<file path="src/rtl/orb_pkg.sv">
// Shared definitions for the orbit response collector: state encoding,
// default fill byte and a width helper that never returns zero.
package orb_pkg;

  localparam logic [7:0] FILL_DEFAULT = 8'hFF;

  typedef enum logic [1:0] {
    IDLE    = 2'd0,
    COLLECT = 2'd1,
    DRAIN   = 2'd2
  } state_e;

  // Index width for a field holding 0..value-1, at least one bit wide.
  function automatic int clog2_min1(input int value);
    int r;
    r = $clog2(value);
    return (r < 1) ? 1 : r;
  endfunction

endpackage

</file>
<file path="src/rtl/uart_resp_collector_chan_buf.sv">
// One channel's response store: BYTES-deep byte array, write counter and a
// sticky overflow flag. Bytes never written in this cycle read back as FILL.
module uart_chan_buf
  import orb_pkg::*;
#(
  parameter int         BYTES = 4,
  parameter logic [7:0] FILL  = FILL_DEFAULT,
  localparam int        IDXW  = clog2_min1(BYTES),
  localparam int        CW    = $clog2(BYTES + 1)
) (
  input  logic            clk,
  input  logic            rst_n,
  input  logic            clr,
  input  logic            wr_en,
  input  logic [7:0]      wr_data,
  input  logic [IDXW-1:0] rd_idx,
  output logic [7:0]      rd_data,
  output logic [CW-1:0]   wcnt,
  output logic            ovf
);

  localparam logic [CW-1:0] FULL = CW'(BYTES);

  logic [7:0]    mem_q [BYTES];
  logic [7:0]    mem_d [BYTES];
  logic [CW-1:0] wcnt_q, wcnt_d;
  logic          ovf_q, ovf_d;

  // Append on strobe while room remains; a strobe into a full buffer only flags overflow.
  always_comb begin
    mem_d  = mem_q;
    wcnt_d = wcnt_q;
    ovf_d  = ovf_q;
    if (clr) begin
      wcnt_d = '0;
      ovf_d  = 1'b0;
    end else if (wr_en) begin
      if (wcnt_q < FULL) begin
        mem_d[wcnt_q[IDXW-1:0]] = wr_data;
        wcnt_d = wcnt_q + 1'b1;
      end else begin
        ovf_d = 1'b1;
      end
    end
  end

  // Storage, counter and overflow registers.
  always_ff @(posedge clk or negedge rst_n) begin
    if (!rst_n) begin
      mem_q  <= '{default: '0};
      wcnt_q <= '0;
      ovf_q  <= 1'b0;
    end else begin
      mem_q  <= mem_d;
      wcnt_q <= wcnt_d;
      ovf_q  <= ovf_d;
    end
  end

  // Read port: positions at or beyond the write count were never received.
  always_comb begin
    rd_data = FILL;
    if (CW'(rd_idx) < wcnt_q) rd_data = mem_q[rd_idx];
  end

  assign wcnt = wcnt_q;
  assign ovf  = ovf_q;

endmodule

</file>
<file path="src/rtl/uart_resp_collector.sv">
// N-channel LCB response collector: gathers BYTES bytes per enabled channel
// after i_start, then drains channels 0..N-1 as a single valid/ready stream.
// Stream handshake: a byte transfers on any clk edge where o_valid && i_ready;
// o_data/o_ch/o_idx/o_last hold steady while o_valid && !i_ready.
module uart_resp_collector
  import orb_pkg::*;
#(
  parameter int         N       = 5,
  parameter int         BYTES   = 4,
  parameter int         TIMEOUT = 4000,
  parameter logic [7:0] FILL    = FILL_DEFAULT,
  localparam int        CHW     = clog2_min1(N),
  localparam int        IDXW    = clog2_min1(BYTES)
) (
  input  logic            clk,
  input  logic            rst,
  input  logic            i_start,
  input  logic [N-1:0]    i_ch_en,
  input  logic [N-1:0]    i_rx_valid,
  input  logic [8*N-1:0]  i_rx_data,
  output logic [7:0]      o_data,
  output logic            o_valid,
  input  logic            i_ready,
  output logic [CHW-1:0]  o_ch,
  output logic [IDXW-1:0] o_idx,
  output logic            o_last,
  output logic            o_busy,
  output logic [N-1:0]    o_err,
  output logic            o_done
);

  localparam int              CW       = $clog2(BYTES + 1);
  localparam int              TW       = clog2_min1(TIMEOUT);
  localparam logic [CW-1:0]   FULL     = CW'(BYTES);
  localparam logic [TW-1:0]   T_LAST   = TW'(TIMEOUT - 1);
  localparam logic [IDXW-1:0] IDX_LAST = IDXW'(BYTES - 1);

  state_e          state_q, state_d;
  logic [N-1:0]    en_q, en_d;
  logic [TW-1:0]   tcnt_q, tcnt_d;
  logic [N-1:0]    tmo_err_q, tmo_err_d;
  logic [CHW-1:0]  nxt_ch_q, nxt_ch_d;
  logic [IDXW-1:0] nxt_idx_q, nxt_idx_d;
  logic [7:0]      o_data_q, o_data_d;
  logic [CHW-1:0]  o_ch_q, o_ch_d;
  logic [IDXW-1:0] o_idx_q, o_idx_d;
  logic            o_valid_q, o_valid_d;
  logic            o_last_q, o_last_d;
  logic            o_done_q, o_done_d;

  logic [N-1:0]    wr_en;
  logic [N-1:0]    ovf;
  logic [7:0]      rd_data [N];
  logic [CW-1:0]   wcnt [N];
  logic            all_complete, any_en, drain_load;
  logic [CHW-1:0]  first_en, hi_en, after_en;

  for (genvar k = 0; k < N; k++) begin : g_chan
    uart_chan_buf #(.BYTES(BYTES), .FILL(FILL)) u_buf (
      .clk     (clk),
      .rst_n   (rst),
      .clr     (i_start),
      .wr_en   (wr_en[k]),
      .wr_data (i_rx_data[8*k +: 8]),
      .rd_idx  (nxt_idx_q),
      .rd_data (rd_data[k]),
      .wcnt    (wcnt[k]),
      .ovf     (ovf[k])
    );
  end

  // Write qualification, completion test and enabled-channel search for the drain walk.
  always_comb begin
    wr_en        = '0;
    all_complete = 1'b1;
    any_en       = |en_q;
    first_en     = '0;
    hi_en        = '0;
    after_en     = '0;
    for (int k = N - 1; k >= 0; k--) begin
      wr_en[k] = (state_q == COLLECT) && en_q[k] && i_rx_valid[k] && !i_start;
      if (en_q[k] && (wcnt[k] != FULL)) all_complete = 1'b0;
      if (en_q[k]) first_en = CHW'(k);
      if (en_q[k] && (k > int'(nxt_ch_q))) after_en = CHW'(k);
    end
    for (int k = 0; k < N; k++) begin
      if (en_q[k]) hi_en = CHW'(k);
    end
  end

  // FSM next state, timeout counter and drain output staging; i_start overrides all.
  always_comb begin
    state_d    = state_q;
    en_d       = en_q;
    tcnt_d     = tcnt_q;
    tmo_err_d  = tmo_err_q;
    nxt_ch_d   = nxt_ch_q;
    nxt_idx_d  = nxt_idx_q;
    o_data_d   = o_data_q;
    o_ch_d     = o_ch_q;
    o_idx_d    = o_idx_q;
    o_valid_d  = o_valid_q;
    o_last_d   = o_last_q;
    o_done_d   = 1'b0;
    drain_load = 1'b0;
    case (state_q)
      IDLE: begin
      end
      COLLECT: begin
        tcnt_d = tcnt_q + 1'b1;
        if (all_complete || (tcnt_q == T_LAST)) begin
          state_d   = DRAIN;
          nxt_ch_d  = first_en;
          nxt_idx_d = '0;
          // Completion takes precedence: errors only when genuinely short.
          if (!all_complete) begin
            for (int k = 0; k < N; k++) begin
              tmo_err_d[k] = en_q[k] && (wcnt[k] != FULL);
            end
          end
        end
      end
      DRAIN: begin
        if (!o_valid_q) begin
          // First drain cycle: stage the first byte, or finish at once if nothing is enabled.
          if (any_en) begin
            drain_load = 1'b1;
          end else begin
            state_d  = IDLE;
            o_done_d = 1'b1;
          end
        end else if (i_ready) begin
          if (o_last_q) begin
            state_d   = IDLE;
            o_valid_d = 1'b0;
            o_last_d  = 1'b0;
            o_done_d  = 1'b1;
          end else begin
            drain_load = 1'b1;
          end
        end
      end
      default: state_d = IDLE;
    endcase

    if (drain_load) begin
      o_data_d  = rd_data[nxt_ch_q];
      o_ch_d    = nxt_ch_q;
      o_idx_d   = nxt_idx_q;
      o_valid_d = 1'b1;
      o_last_d  = (nxt_idx_q == IDX_LAST) && (nxt_ch_q == hi_en);
      if (nxt_idx_q == IDX_LAST) begin
        nxt_idx_d = '0;
        nxt_ch_d  = after_en;
      end else begin
        nxt_idx_d = nxt_idx_q + 1'b1;
      end
    end

    if (i_start) begin
      state_d   = COLLECT;
      en_d      = i_ch_en;
      tcnt_d    = '0;
      tmo_err_d = '0;
      o_valid_d = 1'b0;
      o_last_d  = 1'b0;
      o_done_d  = 1'b0;
    end
  end

  // Control and output registers.
  always_ff @(posedge clk or negedge rst) begin
    if (!rst) begin
      state_q   <= IDLE;
      en_q      <= '0;
      tcnt_q    <= '0;
      tmo_err_q <= '0;
      nxt_ch_q  <= '0;
      nxt_idx_q <= '0;
      o_data_q  <= '0;
      o_ch_q    <= '0;
      o_idx_q   <= '0;
      o_valid_q <= 1'b0;
      o_last_q  <= 1'b0;
      o_done_q  <= 1'b0;
    end else begin
      state_q   <= state_d;
      en_q      <= en_d;
      tcnt_q    <= tcnt_d;
      tmo_err_q <= tmo_err_d;
      nxt_ch_q  <= nxt_ch_d;
      nxt_idx_q <= nxt_idx_d;
      o_data_q  <= o_data_d;
      o_ch_q    <= o_ch_d;
      o_idx_q   <= o_idx_d;
      o_valid_q <= o_valid_d;
      o_last_q  <= o_last_d;
      o_done_q  <= o_done_d;
    end
  end

  assign o_data  = o_data_q;
  assign o_ch    = o_ch_q;
  assign o_idx   = o_idx_q;
  assign o_valid = o_valid_q;
  assign o_last  = o_last_q;
  assign o_done  = o_done_q;
  assign o_busy  = (state_q != IDLE);
  assign o_err   = ovf | tmo_err_q;

endmodule

</file>
<file path="config.mk">
export PLATFORM = sky130hd
export DESIGN_NAME = uart_resp_collector
export DESIGN_NICKNAME = d
export VERILOG_FILES = /design/src/rtl/orb_pkg.sv /design/src/rtl/uart_resp_collector_chan_buf.sv /design/src/rtl/uart_resp_collector.sv
export SDC_FILE = /design/constraint.sdc
export NUM_CORES = 1
export LEC_CHECK = 0
export CAP_MARGIN = 20
export CELL_PAD_IN_SITES_DETAIL_PLACEMENT = 2
export CELL_PAD_IN_SITES_GLOBAL_PLACEMENT = 2
export CORE_ASPECT_RATIO = 0.8
export CORE_MARGIN = 5
export CORE_UTILIZATION = 41
export CTS_CLUSTER_DIAMETER = 80
export DETAILED_ROUTE_END_ITERATION = 8
export DONT_BUFFER_PORTS = 1
export PLACE_DENSITY_LB_ADDON = 0.1
export SLEW_MARGIN = 20
export SYNTH_ARGS = -nofsm -noshare
export SYNTH_HDL_FRONTEND = slang
export SYNTH_HIERARCHICAL = 1
export SYNTH_SLANG_ARGS = --single-unit
</file>
<file path="constraint.sdc">
create_clock -name clk -period 2.9 [get_ports clk]
set_input_delay 0.58 -clock clk [delete_from_list [all_inputs] [get_ports clk]]
set_output_delay 0.58 -clock clk [all_outputs]
set_load 0.01 [all_outputs]
</file>
# Word-level counts from Yosys, hierarchy flattened
# Index checks and enable logic that the tools add are counted.
[op_classes] n_addsub=7 order_cmp=26 n_eq_ne=21 mux=128 bitwise_logic=9 n_reduce_logical=71
[ops] operator="2-to-1 mux 8 bit" n=22
[ops] operator="bitwise mux 32 bit" n=5
[ops] operator="2-to-1 mux 3 bit" n=31
[ops] operator="binary-select mux 8 bit (select 2 bit)" n=5
[ops] operator="demux 8 bit (select 2 bit)" n=5
[ops] operator="2-to-1 mux 1 bit" n=42
[ops] operator="logical AND 1 bit" n=30
[ops] operator="nonzero test 2 bit" n=15
[ops] operator="binary-select mux 8 bit (select 3 bit)" n=1
[ops] operator="2-to-1 mux 12 bit" n=2
[ops] operator="AND reduction 2 bit" n=11
[ops] operator="AND reduction 3 bit" n=7
[ops] operator="2-to-1 mux 2 bit" n=10
[ops] operator="2-to-1 mux 5 bit" n=4
[ops] operator=">= comparator 3 bit (second input constant)" n=6
[ops] operator="NOT 2 -> 3 bit" n=6
[ops] operator="adder 3 x 1 -> 3 bit (second input constant)" n=5
[ops] operator="less-than comparator 2 x 3 -> 1 bit" n=5
[ops] operator="less-than comparator 3 x 1 -> 1 bit (second input constant)" n=5
[ops] operator="less-than comparator 3 bit (second input constant)" n=5
[ops] operator="!= test 3 bit (second input constant)" n=5
[ops] operator="!= test 2 bit (second input constant)" n=7
[ops] operator="adder 12 x 1 -> 12 bit (second input constant)" n=1
[ops] operator="equality test 12 bit (second input constant)" n=1
[ops] operator="other kinds (20)" n=26
[word_totals] reg_bits=225 input_bits=54 out_inout_bits=22 elab_cells=304

# Logic depth before layout (Yosys ltp)
# Gate-level depths: netlist (run 1).
[logic_depth] ltp_word=12 mapped_depth=8 mapped_depth_nobuf=8

# By module
# Netlist (run 1), hierarchy kept.
[modules_own_cells] mod="uart_chan_buf" instances=5 cells_per_inst=113 area_per_inst_um2=1833.0 seq_area_each_um2=900.9
[modules_own_cells] mod="uart_resp_collector" instances=1 cells_per_inst=304 area_per_inst_um2=2652.5 seq_area_each_um2=1126.1

# Least setup slack after synthesis (run 1)
# No wires, ideal clock.
[synth_timing] path_kind="register -> register" startpoint="reg g_chan[0].u_buf.wcnt_q[1]" endpoint="reg nxt_ch_q[2]" setup_time_ps=128 arrival_ps=1918 t_required_ps=2772 path_slack_ps=854 path_stages_with_launch=6 n_path_buf=0 synth_period_minus_slack_ps=2046 path_cell_list="dfrtp_1 -> or3b_1 -> a222oi_1 -> a221o_1 -> o31ai_1 -> mux2_1"
[synth_via] elab_chain_cells=8
[synth_lines] item="start, declared" line="uart_resp_collector_chan_buf.sv:26" rtl="logic [CW-1:0] wcnt_q, wcnt_d;"
[synth_lines] item="start signal, assigned" line="uart_resp_collector_chan_buf.sv:55" rtl="wcnt_q <= wcnt_d;"
[synth_lines] item="!= test 3 bit *" line="uart_resp_collector.sv:82" rtl="if (en_q[k] && (wcnt[k] != FULL)) all_complete = 1'b0;"
[synth_lines] item="logical AND 1 bit *" line="uart_resp_collector.sv:82"
[synth_lines] item="2-to-1 mux 1 bit *" line="uart_resp_collector.sv:82"
[synth_lines] item="logical OR 1 bit *" line="uart_resp_collector.sv:111" rtl="if (all_complete || (tcnt_q == T_LAST)) begin"
[synth_lines] item="2-to-1 mux 3 bit *" line="uart_resp_collector.sv:111"
[synth_lines] item="2-to-1 mux 3 bit *" line="uart_resp_collector.sv:106" rtl="case (state_q)"
[synth_lines] item="2-to-1 mux 3 bit" line="uart_resp_collector.sv:152" rtl="if (nxt_idx_q == IDX_LAST) begin"
[synth_lines] item="2-to-1 mux 3 bit *" line="uart_resp_collector.sv:146" rtl="if (drain_load) begin"
[synth_lines] item="via nxt_ch_d[2]" line="uart_resp_collector.sv:42" rtl="logic [CHW-1:0] nxt_ch_q, nxt_ch_d;"
[synth_lines] item="end signal, assigned" line="uart_resp_collector.sv:191" rtl="nxt_ch_q <= nxt_ch_d;"
[synth_lines] item="end, declared" line="uart_resp_collector.sv:42"
# The timed path passes the listed nets; every way through them passes the cells marked *.
# A chain may end at the register's enable or synchronous reset.

# Worst setup path after layout (run 1)
[layout_timing] startpoint="reg state_q[1]" endpoint="reg g_chan[2].u_buf/mem_q[2] in the netlist's numbering"
[layout_via] elab_chain_cells=5
[layout_lines] item="start, declared" line="uart_resp_collector.sv:38" rtl="state_e state_q, state_d;"
[layout_lines] item="start signal, assigned" line="uart_resp_collector.sv:187" rtl="state_q <= state_d;"
[layout_lines] item="equality test 2 x 1 -> 1 bit" line="uart_resp_collector.sv:81" rtl="wr_en[k] = (state_q == COLLECT) && en_q[k] && i_rx_valid[k] && !i_start;"
[layout_lines] item="logical AND 1 bit (3 in a row)" line="uart_resp_collector.sv:81"
[layout_lines] item="via wr_en[2]" line="uart_resp_collector.sv:51" rtl="logic [N-1:0] wr_en;"
[layout_lines] item="AND reduction 3 bit (no source line)"
[layout_lines] item="end signal, assigned" line="uart_resp_collector_chan_buf.sv:54" rtl="mem_q <= mem_d;"
[layout_lines] item="end, declared" line="uart_resp_collector_chan_buf.sv:24" rtl="logic [7:0] mem_q [BYTES];"
# The timed path passes the listed nets, and every way through them passes these cells.

==> metrics.cfg, run 1 <==
[clock_tree]
cts_resized=0
clk_latency_ns=0.54
cts-root-to-sink-buffers=3
path_clk_slew_ns=0.06
cts_tree=yes
cts.sinks=225
clock-root-buffer=clkbuf_16
postCtsSetupRepairBufs=0
htreeDepth=1
numCtsBuffers=26

[route]
post_drt_via_cell_ratio=5.53
wl_per_cell_um=25.1
drt_wl_total_mm=31.8
dr_total_vias=7021
ant_nets=0
drc=0
dr.pass1.iters=4
first_iter_violations=287

[yosys]
avgSynthCellArea_sq_um=13.6
yosysSeqAreaShare_pct=47.6
synth-main-ff-cell=dfrtp_1
syn_nets=950
yosysUniqueCellTypes=55
netlist_instances=869
synth_edf_count=0
synth-seq-cells=225
synthArstFlopShare_pct=100
yosysWarningCount=6
synth_area_sq_mm=0.0118

[sta]
skew_ns=0.0193
hold_violations=225
rsz0062_at_grt=no
fin_crit_sh_pct=90.2
final-setup-viol-count=0
hold_ws_ns=-0.256
tightest_slew_ns=0.743
relSlewSlack_pct=50.5
setup_ws_ns=0.285
timing.fmax_mhz=382
finalMaxSlewViolations=0
fin_tns_setup_ns=0
post-route-min-period_ns=2.62

[power]
ir_worst_vdd_mv=0.602
p_leak_nw=6.02
power_density_mw_per_mm2=671

[cells_and_area]
final_nets=962
drive_gt1_share_pct=34.7
final_core_util_pct=46.0
stdcell_count=1270
fill_cells=2741
area.growth.synth_to_final_pct=10.4

[global_route]
grt_pass1_wl_mm=50.4
antenna_found_initial=4
grt_usage_pct=20.0
grt_pass1_vias=8163
grt_max_degree=226
grt_overflow=0

[outcome]
status=finished, violations left
violations=hold timing

[critical_path]
crit_type=register to register
worst-endpoint-arrival_ns=3.02
end_kind=register
cp_slowest_cell=and2_1
worst-path-buf-inv=0
start_kind=register
slowest_delay_ns=0.60
crit_chain=nand2b_1 -> nor2_1 -> and3_1 -> nor3b_2 -> and2_1 -> mux2_4
critPathMaxFanout=9
reg2reg_from=state_q[1]
cp_top_family=simple AND/OR/NAND/NOR gates
required_ns=3.30
crit_start=state_q[1]

[place]
io_buffers=0
dp_slack_ns=0.377
placed_cells=1223
hpwl_mm=22.1
routabilityCongestion=0.788

[die]
die_h_um=162
row_count=55
start_util_pct=41.7
core_area_sq_mm=0.0284
die_w_um=200
fp.dieArea_sq_mm=0.0323
ios=76

[min_path]
hold_path_class=input port to async pin

[flow_run]
maxCapViolations=0

path summary, 6_finish.rpt:
path | to | slack, ns | cells past startpoint
min in group clk | g_chan[1].u_buf/wcnt[1] | 0.11 | 1
setup reg to reg | g_chan[2].u_buf/mem_q[2] | 0.28 | 6
setup / recovery | g_chan[2].u_buf/mem_q[2] | 0.28 | 6
hold reg to reg | g_chan[1].u_buf/mem_q[31] | 0.51 | 1
max in group asynchronous | g_chan[1].u_buf/mem_q[10] | 2.87 | 0
hold / removal | g_chan[4].u_buf/mem_q[30] | -0.26 | 0
per-layer routing:
metal / vias to the layer above / global-route usage (%) / wire length, um
met5: - / 0 / 7
met4: 2 / 3.30 / 441
met3: 30 / 4.44 / 1360
met2: 91 / 32.3 / 15000
met1: 3739 / 28.3 / 15000
li1: 3159 / - / -
kinds of logic (layout without fill, tap and decap cells):
kind of cell | after synthesis | after routing | synth area share, %
mux | 228 | 228 | 29.1
fa+ha+maj | 27 | 27 | 2.86
compound gates | 134 | 134 | 7.32
xor+xnor | 14 | 14 | 1.04
other cells | 0 | 2 | 0
buf+inv | 70 | 99 | 3.35
simple gates | 171 | 171 | 8.70
flops | 225 | 225 | 47.6
sequential cells by signal, summed over array words and instances (netlist names):
signal / count
o_valid: 1
nxt_idx_q: 2
g_chan.u_buf/ovf: 5
nxt_ch_q: 3
tmo_err_q: 5
g_chan.u_buf/wcnt: 15
o_done: 1
g_chan.u_buf/mem_q: 160
o_data: 8
en_q: 5
o_ch: 3
tcnt_q: 12
o_idx: 2
state_q: 2
o_last: 1
layout make-up:
class / count / area (sq um) / share of cell area (%)
multi-input combinational: 574 / 5790 / 44.4
sequential: 225 / 5630 / 43.2
clock buffer: 39 / 781 / 5.98
tap: 370 / 463 / 3.55
timing repair buffer: 34 / 268 / 2.05
inverter: 20 / 75.1 / 0.575
clock inverter: 6 / 33.8 / 0.259
antenna: 2 / 5.00 / 0.0384
synthesized netlist by cell type, drive strengths merged, types with 2 or more instances:
library cell,instances,area [sq um]
mux4,40,901
xor2,5,43.8
xnor2,9,78.8
nor2b,4,25.0
and2,16,100
a41o,2,20.0
nand4b,2,17.5
mux2i,24,240
o211ai,3,22.5
a21oi,24,131
nor4,3,18.8
nand4,6,37.5
nor3b,12,171
nor3,6,30.0
clkbuf,27,101
or3,4,25.0
inv,20,75.1
or2,6,37.5
nand3,3,15.0
nand2,45,169
ha,27,338
o31ai,2,15.0
dfrtp,225,5630
and3,6,37.5
or3b,5,43.8
o21bai,40,300
a21o,5,43.8
a211oi,3,27.5
mux2,164,2300
or4,2,15.0
buf,23,219
o21ai,46,230
a22oi,2,15.0
nor2,32,120
nand2b,18,158
power breakdown:
part	leakage [nW]	switching [mW]	total (mW)	internal, mW
Clock	0.407	1.31	3.16	1.85
Combinational	2.59	0.785	1.78	0.996
Sequential	3.02	0.327	3.81	3.49
Total	6.02	2.43	8.76	6.33
through the flow:
| step | hold WS (ns) | area (sq um) | power [mW] |
|---|---|---|---|
| 4_1_cts | -0.286 | 13000 | 8.89 |
| 3_5_place_dp | 0.293 | 12200 | 5.64 |
| 3_3_place_gp | 0.293 | 12200 | 5.56 |
| 5_1_grt | -0.287 | 13000 | 9.18 |
| 6_report | -0.256 | 13100 | 8.76 |
| 2_1_floorplan | 0.284 | 11800 | 5.07 |
layout by cell type (no fill, tap or decap), types with 27 or more instances in the layout:
cell and instances:
buf_4 33, clkbuf_16 27, dfrtp_1 223, ha_1 27
mux2_2 43, mux2_4 120, mux4_2 40, nand2_1 45
nor2_1 32, o21ai_0 44, o21bai_1 40
(Power assumes the default switching activity.)
==> run 2, diff against run 1 <==
--- a/config.mk
+++ b/config.mk
@@ -11,6 +11,7 @@
 export CORE_ASPECT_RATIO = 0.8
 export CORE_MARGIN = 5
 export CORE_UTILIZATION = 41
+export CTS_BUF_LIST = sky130_fd_sc_hd__clkbuf_4 sky130_fd_sc_hd__clkbuf_8
 export CTS_CLUSTER_DIAMETER = 80
 export DETAILED_ROUTE_END_ITERATION = 8
 export DONT_BUFFER_PORTS = 1
==> run 2 against run 1 <==
  * Die area unchanged
  * Maximum frequency increased by 1.5%
  * Largest cell class unchanged
  * The run still ends with hold timing left
  * Final cell count increased by 1.6%
  * Non-clock buffer count unchanged
  * Utilization decreased by 0.071 points
  * Cell area decreased by 0.15%
  * Clock skew increased by 0.011 ns
  * Clock power decreased by 5%
  * Critical path depth unchanged
  * Critical path type unchanged
==> metrics.cfg, run 2 (same netlist as run 1, synthesis figures left out) <==
[clock_tree]
cts-root-to-sink-buffers=3
cts.sinks=225
cts_resized=0
numCtsBuffers=42
clk_latency_ns=0.55
path_clk_slew_ns=0.06
htreeDepth=2
postCtsSetupRepairBufs=0
cts_tree=yes
clock-root-buffer=clkbuf_8

[critical_path]
critPathMaxFanout=9
worst-endpoint-arrival_ns=2.98
crit_chain=nand2b_1 -> nor2_1 -> and3_1 -> nor3b_2 -> and2_1 -> mux2_4
start_kind=register
slowest_delay_ns=0.61
end_kind=register
worst-path-buf-inv=0
r2r_setup_slack_ns=0.32
crit_start=state_q[1]
cp_top_family=simple AND/OR/NAND/NOR gates
crit_type=register to register
r2r_end=g_chan[2].u_buf/mem_q[1]
cp_slowest_cell=and2_1
rr_worst_depth=6
required_ns=3.31
reg2reg_from=state_q[1]

[power]
pwr-share-comb_pct=20.7
power_density_mw_per_mm2=661
switching_share_pct=28.3
pwr-share-seq_pct=44.4
pwr-share-clk_pct=34.9
power_switching_mw=2.43
ir_worst_vdd_mv=0.397
intPower_mw=6.18
p_leak_nw=6.03

[die]
die_w_um=200
ios=76
start_util_pct=41.7
core_area_sq_mm=0.0284
die_h_um=162
row_count=55
fp.dieArea_sq_mm=0.0323

[cells_and_area]
stdcell_count=1290
regMostFlops=g_chan.u_buf/mem_q
largest_register_ffs=160
layout_common_cells=223 x dfrtp_1, 120 x mux2_4, 49 x clkbuf_8
area.growth.synth_to_final_pct=10.3
drive_gt1_share_pct=36.9
final_nets=978
final_common_cell=dfrtp_1

[route]
dr.pass1.iters=4
wl_per_cell_um=24.7
first_iter_violations=220
dr_total_vias=7141
drc=0
post_drt_via_cell_ratio=5.54
drt_wl_total_mm=31.9
ant_nets=0

[sta]
rsz0062_at_grt=no
tightest_slew_ns=0.819
fin_tns_setup_ns=0
final-setup-viol-count=0
skew_ns=0.0306
finalMaxSlewViolations=0
post-route-min-period_ns=2.58
timing.fmax_mhz=388
setup_ws_ns=0.323
hold_ws_ns=-0.261
fin_crit_sh_pct=88.9
hold_violations=225
relSlewSlack_pct=45.4

[flow_run]
maxCapViolations=0

[global_route]
grt_pass1_wl_mm=50.2
grt_overflow=0
antenna_found_initial=5
grt_usage_pct=20.0
grt_pass1_vias=8307
grt_max_degree=226

[outcome]
violations=hold timing
status=finished, violations left

[place]
routabilityCongestion=0.788
hpwl_mm=22.1
dp_slack_ns=0.377
placed_cells=1223
io_buffers=0

[min_path]
hold_path_class=input port to async pin

-- run 2: cell types whose count changed in the layout (fill, tap and decap cells not counted), moves of 3 or more --
cell       previous run  this run
clkinv_2              5         2
clkbuf_8              6        49
clkbuf_16            27         0
clkbuf_4              0        14
clkbuf_1              6         0
-- run 2: power groups by stage --
| stage | logic (mW) | clock network [mW] | registers (mW) |
|---|---|---|---|
| global placement | 1.74 | 0 | 3.82 |
| CTS | 1.80 | 3.12 | 3.82 |
| detailed placement | 1.78 | 0 | 3.87 |
| floorplan | 1.38 | 0 | 3.69 |
| finish | 1.78 | 3.01 | 3.82 |
| global route | 1.91 | 3.27 | 3.86 |
-- run 2: layout make-up --
cell class	count	area, sq um
clock inverters	3	17.5
diodes	1	2.50
multi-input cells	574	5790
fillers	2745	15300
clock buffers	63	779
flip-flops and latches	225	5630
repair buffers	34	268
well taps	370	463
inverters	20	75.1
-- run 2: per-layer routing --
layer / share of wire (%) / vias up / global-route usage (%)
met1: 47 / 3786 / 28.1
met4: 2.0 / 4 / 5.15
met2: 46 / 113 / 31.4
met3: 4.7 / 56 / 4.65
met5: 0.085 / - / 0
li1: - / 3182 / -
-- run 2: how the worst max path moves through the flow --
stage / endpoint / slack (ns) / cells after the start
floorplan: nxt_ch_q[2] / 0.85 / 5
global route: g_chan[2].u_buf/mem_q[1] / 0.17 / 6
finish: g_chan[2].u_buf/mem_q[1] / 0.32 / 6
global placement: g_chan[2].u_buf/mem_q[12] / 0.44 / 5
detailed placement: g_chan[2].u_buf/mem_q[7] / 0.38 / 5
CTS: g_chan[2].u_buf/mem_q[1] / 0.34 / 6
-- run 2: stage by stage --
stage               utilization, %  power [mW]  cell area (sq um)
finish                        46.0        8.61              13000
global route                  46.0        9.03              13000
CTS                           45.9        8.73              13000
detailed placement            43.1        5.64              12200
global placement              43.1        5.56              12200
floorplan                        -        5.07              11800
